[src/rtl/alu_issue.sv]
// rtl/alu_issue.sv - single-entry decode/issue register feeding the ALU with load-use stall
module alu_issue (
    input  logic        clk,
    input  logic        rst_n,
    input  logic        in_valid,
    output logic        in_ready,
    input  logic [15:0] instr,
    output logic [2:0]  rf_ra1,
    output logic [2:0]  rf_ra2,
    input  logic [15:0] rf_rd1,
    input  logic [15:0] rf_rd2,
    input  logic        flush,
    output logic        out_valid,
    input  logic        out_ready,
    output logic [15:0] op1,
    output logic [15:0] op2,
    output logic [2:0]  cmd,
    output logic        wb_en,
    output logic [2:0]  wb_addr,
    output logic        mem_rd,
    output logic        mem_wr,
    output logic [15:0] store_data,
    output logic        is_branch,
    output logic        illegal,
    output logic [7:0]  stall_cnt
);

    localparam logic [3:0] OP_R    = 4'b0000;
    localparam logic [3:0] OP_ADDI = 4'b0001;
    localparam logic [3:0] OP_BEQ  = 4'b0010;
    localparam logic [3:0] OP_LW   = 4'b0011;
    localparam logic [3:0] OP_SW   = 4'b0100;

    localparam logic [2:0] CMD_ADD = 3'b000;
    localparam logic [2:0] CMD_EQ  = 3'b111;

    // Instruction fields
    logic [3:0]  op;
    logic [2:0]  rs;
    logic [2:0]  rt;
    logic [2:0]  rd;
    logic [2:0]  funct;
    logic [15:0] imm;

    assign op     = instr[15:12];
    assign rs     = instr[11:9];
    assign rt     = instr[8:6];
    assign rd     = instr[5:3];
    assign funct  = instr[2:0];
    assign imm    = {{10{instr[5]}}, instr[5:0]};

    // Register-file addresses go out combinationally so read data lands in the accept cycle
    assign rf_ra1 = rs;
    assign rf_ra2 = rt;

    // Decoded entry, presented to the output register on accept
    logic [15:0] d_op1;
    logic [15:0] d_op2;
    logic [2:0]  d_cmd;
    logic        d_wb_en;
    logic [2:0]  d_wb_addr;
    logic        d_mem_rd;
    logic        d_mem_wr;
    logic [15:0] d_store_data;
    logic        d_is_branch;
    logic        d_illegal;

    // Instruction decode; unknown opcodes become inert entries flagged illegal
    always_comb begin
        d_op1        = 16'h0000;
        d_op2        = 16'h0000;
        d_cmd        = CMD_ADD;
        d_wb_en      = 1'b0;
        d_wb_addr    = 3'b000;
        d_mem_rd     = 1'b0;
        d_mem_wr     = 1'b0;
        d_store_data = 16'h0000;
        d_is_branch  = 1'b0;
        d_illegal    = 1'b0;
        case (op)
            OP_R: begin
                d_op1     = rf_rd1;
                d_op2     = rf_rd2;
                d_cmd     = funct;
                d_wb_en   = 1'b1;
                d_wb_addr = rd;
            end
            OP_ADDI: begin
                d_op1     = rf_rd1;
                d_op2     = imm;
                d_wb_en   = 1'b1;
                d_wb_addr = rt;
            end
            OP_BEQ: begin
                d_op1       = rf_rd1;
                d_op2       = rf_rd2;
                d_cmd       = CMD_EQ;
                d_is_branch = 1'b1;
            end
            OP_LW: begin
                d_op1     = rf_rd1;
                d_op2     = imm;
                d_mem_rd  = 1'b1;
                d_wb_en   = 1'b1;
                d_wb_addr = rt;
            end
            OP_SW: begin
                d_op1        = rf_rd1;
                d_op2        = imm;
                d_mem_wr     = 1'b1;
                d_store_data = rf_rd2;
            end
            default: begin
                d_illegal = 1'b1;
            end
        endcase
    end

    // Load-use hazard: the held load writes a register the incoming instruction reads.
    // rt is a source only for R-type, BEQ and SW.
    logic rt_is_src;
    logic hazard;
    logic accept;

    assign rt_is_src = (op == OP_R) || (op == OP_BEQ) || (op == OP_SW);
    assign hazard    = out_valid && mem_rd &&
                       ((wb_addr == rs) || ((wb_addr == rt) && rt_is_src));
    assign in_ready  = (!out_valid || out_ready) && !hazard && !flush;
    assign accept    = in_valid && in_ready;

    // Entry valid flag: flush wins, then accept, then drain to a bubble
    always_ff @(posedge clk or negedge rst_n) begin
        if (!rst_n) begin
            out_valid <= 1'b0;
        end else if (flush) begin
            out_valid <= 1'b0;
        end else if (accept) begin
            out_valid <= 1'b1;
        end else if (out_ready) begin
            out_valid <= 1'b0;
        end
    end

    // Entry payload: loads only on accept so it holds stable under backpressure
    always_ff @(posedge clk or negedge rst_n) begin
        if (!rst_n) begin
            op1        <= 16'h0000;
            op2        <= 16'h0000;
            cmd        <= 3'b000;
            wb_en      <= 1'b0;
            wb_addr    <= 3'b000;
            mem_rd     <= 1'b0;
            mem_wr     <= 1'b0;
            store_data <= 16'h0000;
            is_branch  <= 1'b0;
            illegal    <= 1'b0;
        end else if (accept) begin
            op1        <= d_op1;
            op2        <= d_op2;
            cmd        <= d_cmd;
            wb_en      <= d_wb_en;
            wb_addr    <= d_wb_addr;
            mem_rd     <= d_mem_rd;
            mem_wr     <= d_mem_wr;
            store_data <= d_store_data;
            is_branch  <= d_is_branch;
            illegal    <= d_illegal;
        end
    end

    // Saturating bubble counter; a flushed cycle is not a load-use bubble
    always_ff @(posedge clk or negedge rst_n) begin
        if (!rst_n) begin
            stall_cnt <= 8'h00;
        end else if (hazard && out_ready && !flush && (stall_cnt != 8'hFF)) begin
            stall_cnt <= stall_cnt + 8'h01;
        end
    end

endmodule

[config.mk]
export PLATFORM = sky130hd
export DESIGN_NAME = alu_issue
export DESIGN_NICKNAME = d
export VERILOG_FILES = /design/src/rtl/alu_issue.sv
export SDC_FILE = /design/constraint.sdc
export NUM_CORES = 1
export LEC_CHECK = 0
export ABC_AREA = 0
export CAP_MARGIN = 10
export CORE_ASPECT_RATIO = 1.4
export CORE_UTILIZATION = 43
export DETAILED_ROUTE_END_ITERATION = 10
export PLACE_DENSITY = 0.89
export SLEW_MARGIN = 20
export SYNTH_ARGS = -nofsm -noshare
export SYNTH_HDL_FRONTEND = slang
export SYNTH_SLANG_ARGS = --single-unit
[constraint.sdc]
create_clock -name clk -period 2.2 [get_ports clk]
set_input_delay 0.44 -clock clk [delete_from_list [all_inputs] [get_ports clk]]
set_output_delay 0.44 -clock clk [all_outputs]
set_load 0.01 [all_outputs]
**After elaboration in Yosys (flattened, before gate mapping)**

Index checks and enable logic that the tools add are counted.

- Muxes and demuxes: 13
- Equal/unequal tests: 7
- Reductions and logical operators: 23
- Add/subtract/negate cells: 1

Operator list:

| cell | count |
|---|---|
| $mux 16 | 2 |
| $pmux 16 s2 | 1 |
| $pmux 3 s2 | 2 |
| $logic_and 1x1->1 | 9 |
| $add 8x1->8 const B | 1 |
| $eq 4x2->1 const B | 2 |
| $mux 1 | 8 |
| $ne 8x8->1 const B | 1 |
| $eq 3x3->1 | 2 |
| $reduce_or 3->1 | 2 |
| $reduce_or 5->1 | 1 |
| $eq 4x1->1 const B | 1 |
| $eq 4x3->1 const B | 1 |
| $logic_not 4->1 | 1 |
| $logic_or 1x1->1 | 4 |
| $reduce_or 2->1 | 2 |
| $logic_not 1->1 | 3 |
| $reduce_bool 3->1 | 1 |

- Word-level logic and storage cells: 56
- Flip-flop bits (word level): 68
- Output and inout bits: 75
- Input bits: 53

**Depth between registers and ports, before layout**

- Word-level depth: 12
- Mapped depth: 9
- Mapped depth without buffers: 5

**Worst setup path after synthesis**

No wires, ideal clock.

- Path type: input-to-output
- Start: input instr[13]
- End: output in_ready
- Path buffers: 3
- Data arrival time: 1.671 ns
- Setup slack: 0.089 ns
- Required time: 1.760 ns
- Cell stages on the path: 7
- Cell sequence: buf_2 > a211o_1 > nor4_2 > o21a_1 > buf_6 > buf_2 > nor3_1

- Word-level cells in the longest chain between the ends: 9
- Elaborated cells on any way between the ends: 11
- Classes of those cells: 2 x eq/ne; 9 x reduce/logical

RTL lines:

| what | line | RTL |
|---|---|---|
| start: declaration | 7 | `input logic [15:0] instr,` |
| $eq 4x2->1 or $logic_not 4->1 (tied branches) | 125 | `assign rt_is_src = (op == OP_R) \|\| (op == OP_BEQ) \|\| (op == OP_SW);` |
| $logic_or 1x1->1 | 125 |  |
| $logic_or 1x1->1 (*) | 125 |  |
| $logic_and 1x1->1 (*) | 127 | `((wb_addr == rs) \|\| ((wb_addr == rt) && rt_is_src));` |
| $logic_or 1x1->1 (*) | 127 |  |
| $logic_and 1x1->1 (*) | 126 | `assign hazard = out_valid && mem_rd &&` |
| $logic_not 1->1 (*) | 128 | `assign in_ready = (!out_valid \|\| out_ready) && !hazard && !flush;` |
| $logic_and 1x1->1 (*) (2 in series) | 128 |  |
| end: declaration | 6 | `output logic in_ready,` |

Mark *: on every way between the ends. The rest lies on a longest branch, timed or not.

**Final worst setup path**

Ends and elaborated chain as after synthesis.

==> metrics.yaml <==
finish.cell_count_without_fillers: 522
crit_type: "in -> out"
slew_headroom: 0.746
p_leak_nw: 2.14
clk_latency_ps: 340
synthMuxAreaShare: 0.0242
worst_pin_slew_ps: 381
post-route-util: 0.692
drt_iter0_markers: 119
layout_setup_ws_ps: 50.8
gp_congestion: 0.795
async_flop_share: 1.00
vias_per_cell: 5.66
postLayoutCellArea_um2: 4890
synth_top_family_by_area: "compound AO/OA/AOI/OAI gates"
holdWs_ps: 112
fin_crit_ps: 2150
area_growth_pct: 52.7
drc: 0
cts_buffers: 9
grt_overflow: 0
synth-xor-area-share: 0.0355
synth-main-ff-cell: "dfrtp_1"
die_h_um: 104
dp_slack_ps: -676
fillers: 564
place_area_um2: 4620
hold_viol_final: 0
start_util: 0.453
synth_compound_area_frac: 0.233
dieArea_um2: 7800
clockRootBuffer: "clkbuf_8"
startpoint_type: "primary input"
grt_max_degree: 69
syn_nets: 339
grt_pass1_wl_um: 14200
dp.cells: 505
status: "finished clean"
antenna_cells: 0
dp_hpwl_um: 6650
fin_nets: 476
powerDensity_nw_per_um2: 652
drt_pass1_iterations: 4
peakVddDrop_v: 0.000659
synth_fa_ha_area_frac: 0.00391
antenna_found_initial: 0
worstPathMaxFanout: 3
finalSetupViolCount: 0
fin_skew_ps: 7.30
pin_count: 128
wl_um: 9300
seq_area_frac_synth: 0.531
cts_tree: "built"
die-width_um: 74.9
cp.arrival_ps: 1710
syn_inst: 285
final_layout_size_suffix_gt1_frac: 0.148
crit_path_end_kind: "output port"
synth_area_per_cell_um2: 11.2
fp.coreArea_um2: 7070
cts.path.max_buffers: 2
hold_buffers: 0
synth_area_um2: 3200
cap_violations: 0
worstPathRequired_ps: 1760
vias: 2954
clk_pin_slew_worst_paths_ps: 70
finalMaxSlewViolations: 0
ys_warn_count: 0
synthDistinctLibCells: 45
synth.ff_latch_count: 68
synth_edf_count: 0
seqCellArea_um2: 1700
post-route-period-util: 0.977
io_buffers: 127
multi_input_area_um2: 1290
fmax_mhz: 465
synthSimpleGateAreaFrac: 0.0953
detail_route.wl_per_cell_um: 17.8
grt_pass1_vias: 2942
clkSinkCount: 68
std_cell_rows: 36
ant_nets: 0
grt_use_total: 0.242
worst_hold_path_type: "in -> async"
ctsHtreeMaxLevel: 3
==> Yosys cell counts, types with 2 or more instances <==
cell type  number  area share
a21o_1          2      0.0047
xor2_1          8       0.022
nand3_1         4      0.0063
nor3_1          4      0.0063
buf_8           2      0.0094
o2111ai_1       3      0.0082
dfrtp_1        68        0.53
nor2b_1         2      0.0039
o2bb2ai_1      19       0.052
clkbuf_1       13       0.015
buf_2           4      0.0063
buf_4           9       0.021
clkbuf_2        2      0.0031
xnor2_1         5       0.014
a211oi_1        5       0.012
a22oi_1         3      0.0070
a22o_1         16       0.044
nand2_1         7      0.0082
mux2_1          3       0.011
and2_1          5      0.0098
inv_1           4      0.0047
o21ai_0        31       0.048
a21oi_1        11       0.017
buf_6           3       0.011
o41ai_1         3      0.0082
nor2_1          5      0.0059
a221oi_1        5       0.014
and3_1          2      0.0039
nand4_1        19       0.037
mux2_2          3       0.011
==> layout make-up <==
type                    instances  share of cell area
multi-input cells             179               0.265
clock buffers                   9              0.0253
flip-flops and latches         68               0.348
inverters                       4             0.00307
repair buffers                160               0.314
clock inverters                 7              0.0202
well taps                      95              0.0243
==> what timing repair did <==
| action | 4_1_cts | 5_1_grt |
|---|---|---|
| buffers inserted | 0 | 1 |
| gates resized for setup | 13 | 7 |
| setup endpoints to repair | 54 | 29 |
| pin swaps | 6 | 6 |
==> critical path, cell delays in order <==
cell           delay, ps
dlygate4sd2_1        260
a211o_1              310
nor4_2               290
o21a_1               220
nor3_2                50
buf_2                140
==> logic make-up (layout without fill, tap and decap cells) <==
group | after synthesis | after routing
AO/OA/AOI/OAI | 105 | 105
adder cells (fa/ha/maj) | 1 | 1
XOR/XNOR | 13 | 13
multiplexers | 7 | 7
AND/OR/NAND/NOR | 53 | 53
buffers and inverters | 38 | 180
flip-flops | 68 | 68
==> power breakdown <==
part | switching [W] | leakage, nW | internal [W] | total (W)
logic | 0.000287 | 1.11 | 0.000361 | 0.000647
clock network | 0.000495 | 0.110 | 0.000646 | 0.00114
registers | 0.0000568 | 0.921 | 0.00134 | 0.00140
==> flip-flops by register name, indices dropped and copies added (netlist names), 3 cells and up <==
| signal | flops |
|---|---|
| wb_addr | 3 |
| stall_cnt | 8 |
| cmd | 3 |
| op2 | 16 |
| op1 | 16 |
| store_data | 16 |
==> cells in the final DEF, fill, tap and decap left out, types with 2 or more instances in the layout <==
cell | Yosys | final
xnor2_1 | 5 | 5
buf_4 | 9 | 31
inv_1 | 4 | 4
nor2_1 | 5 | 5
o21ai_0 | 31 | 31
a22oi_1 | 3 | 3
nor2b_1 | 2 | 2
nor3_2 | 1 | 3
buf_2 | 4 | 2
o41ai_2 | 0 | 2
nand3_1 | 4 | 4
and3_1 | 2 | 2
o2bb2ai_1 | 19 | 19
clkbuf_8 | 0 | 9
dfrtp_1 | 68 | 68
xor2_1 | 8 | 8
a22o_1 | 16 | 16
mux2_2 | 3 | 3
o2111ai_1 | 3 | 3
mux2_1 | 3 | 3
a211oi_1 | 5 | 5
dlygate4sd2_1 | 0 | 5
a221oi_1 | 5 | 5
nand2_1 | 7 | 7
and2_1 | 5 | 5
inv_6 | 0 | 2
clkdlybuf4s50_1 | 0 | 116
dlymetal6s2s_1 | 0 | 4
a21oi_1 | 11 | 11
buf_12 | 1 | 2
bufinv_16 | 0 | 2
a21o_1 | 2 | 2
nand4_1 | 19 | 19
==> per-layer routing <==
metal  vias up  global-route usage  share of wire  wire, um
li1       1353                   -              -         -
met1      1473               0.291           0.39      3640
met2       110               0.402           0.53      4880
met3        18              0.0514          0.058       540
met4         0               0.109          0.025       229
met5         -                   0              0         0
==> metrics by stage <==
stage          TNS (ps)  total power, W
6_report              0         0.00319
5_1_grt            -110         0.00331
4_1_cts               0         0.00320
3_5_place_dp     -29820         0.00207
3_3_place_gp     -26510         0.00205
2_1_floorplan         0         0.00166
==> path summary, 6_finish.rpt <==
kind                            startpoint             to  slack [ps]  cells past startpoint
worst max-delay path             instr[13]       in_ready          50                      6
worst min-delay path                 rst_n  store_data[9]         110                      2
worst max register to register  wb_addr[0]        op2[13]         120                      7
worst min register to register      mem_wr         mem_wr         490                      1
max in group asynchronous            rst_n  store_data[3]        1810                      2
min in group clk                    mem_wr         mem_wr         490                      1
(Power assumes the default switching activity.)
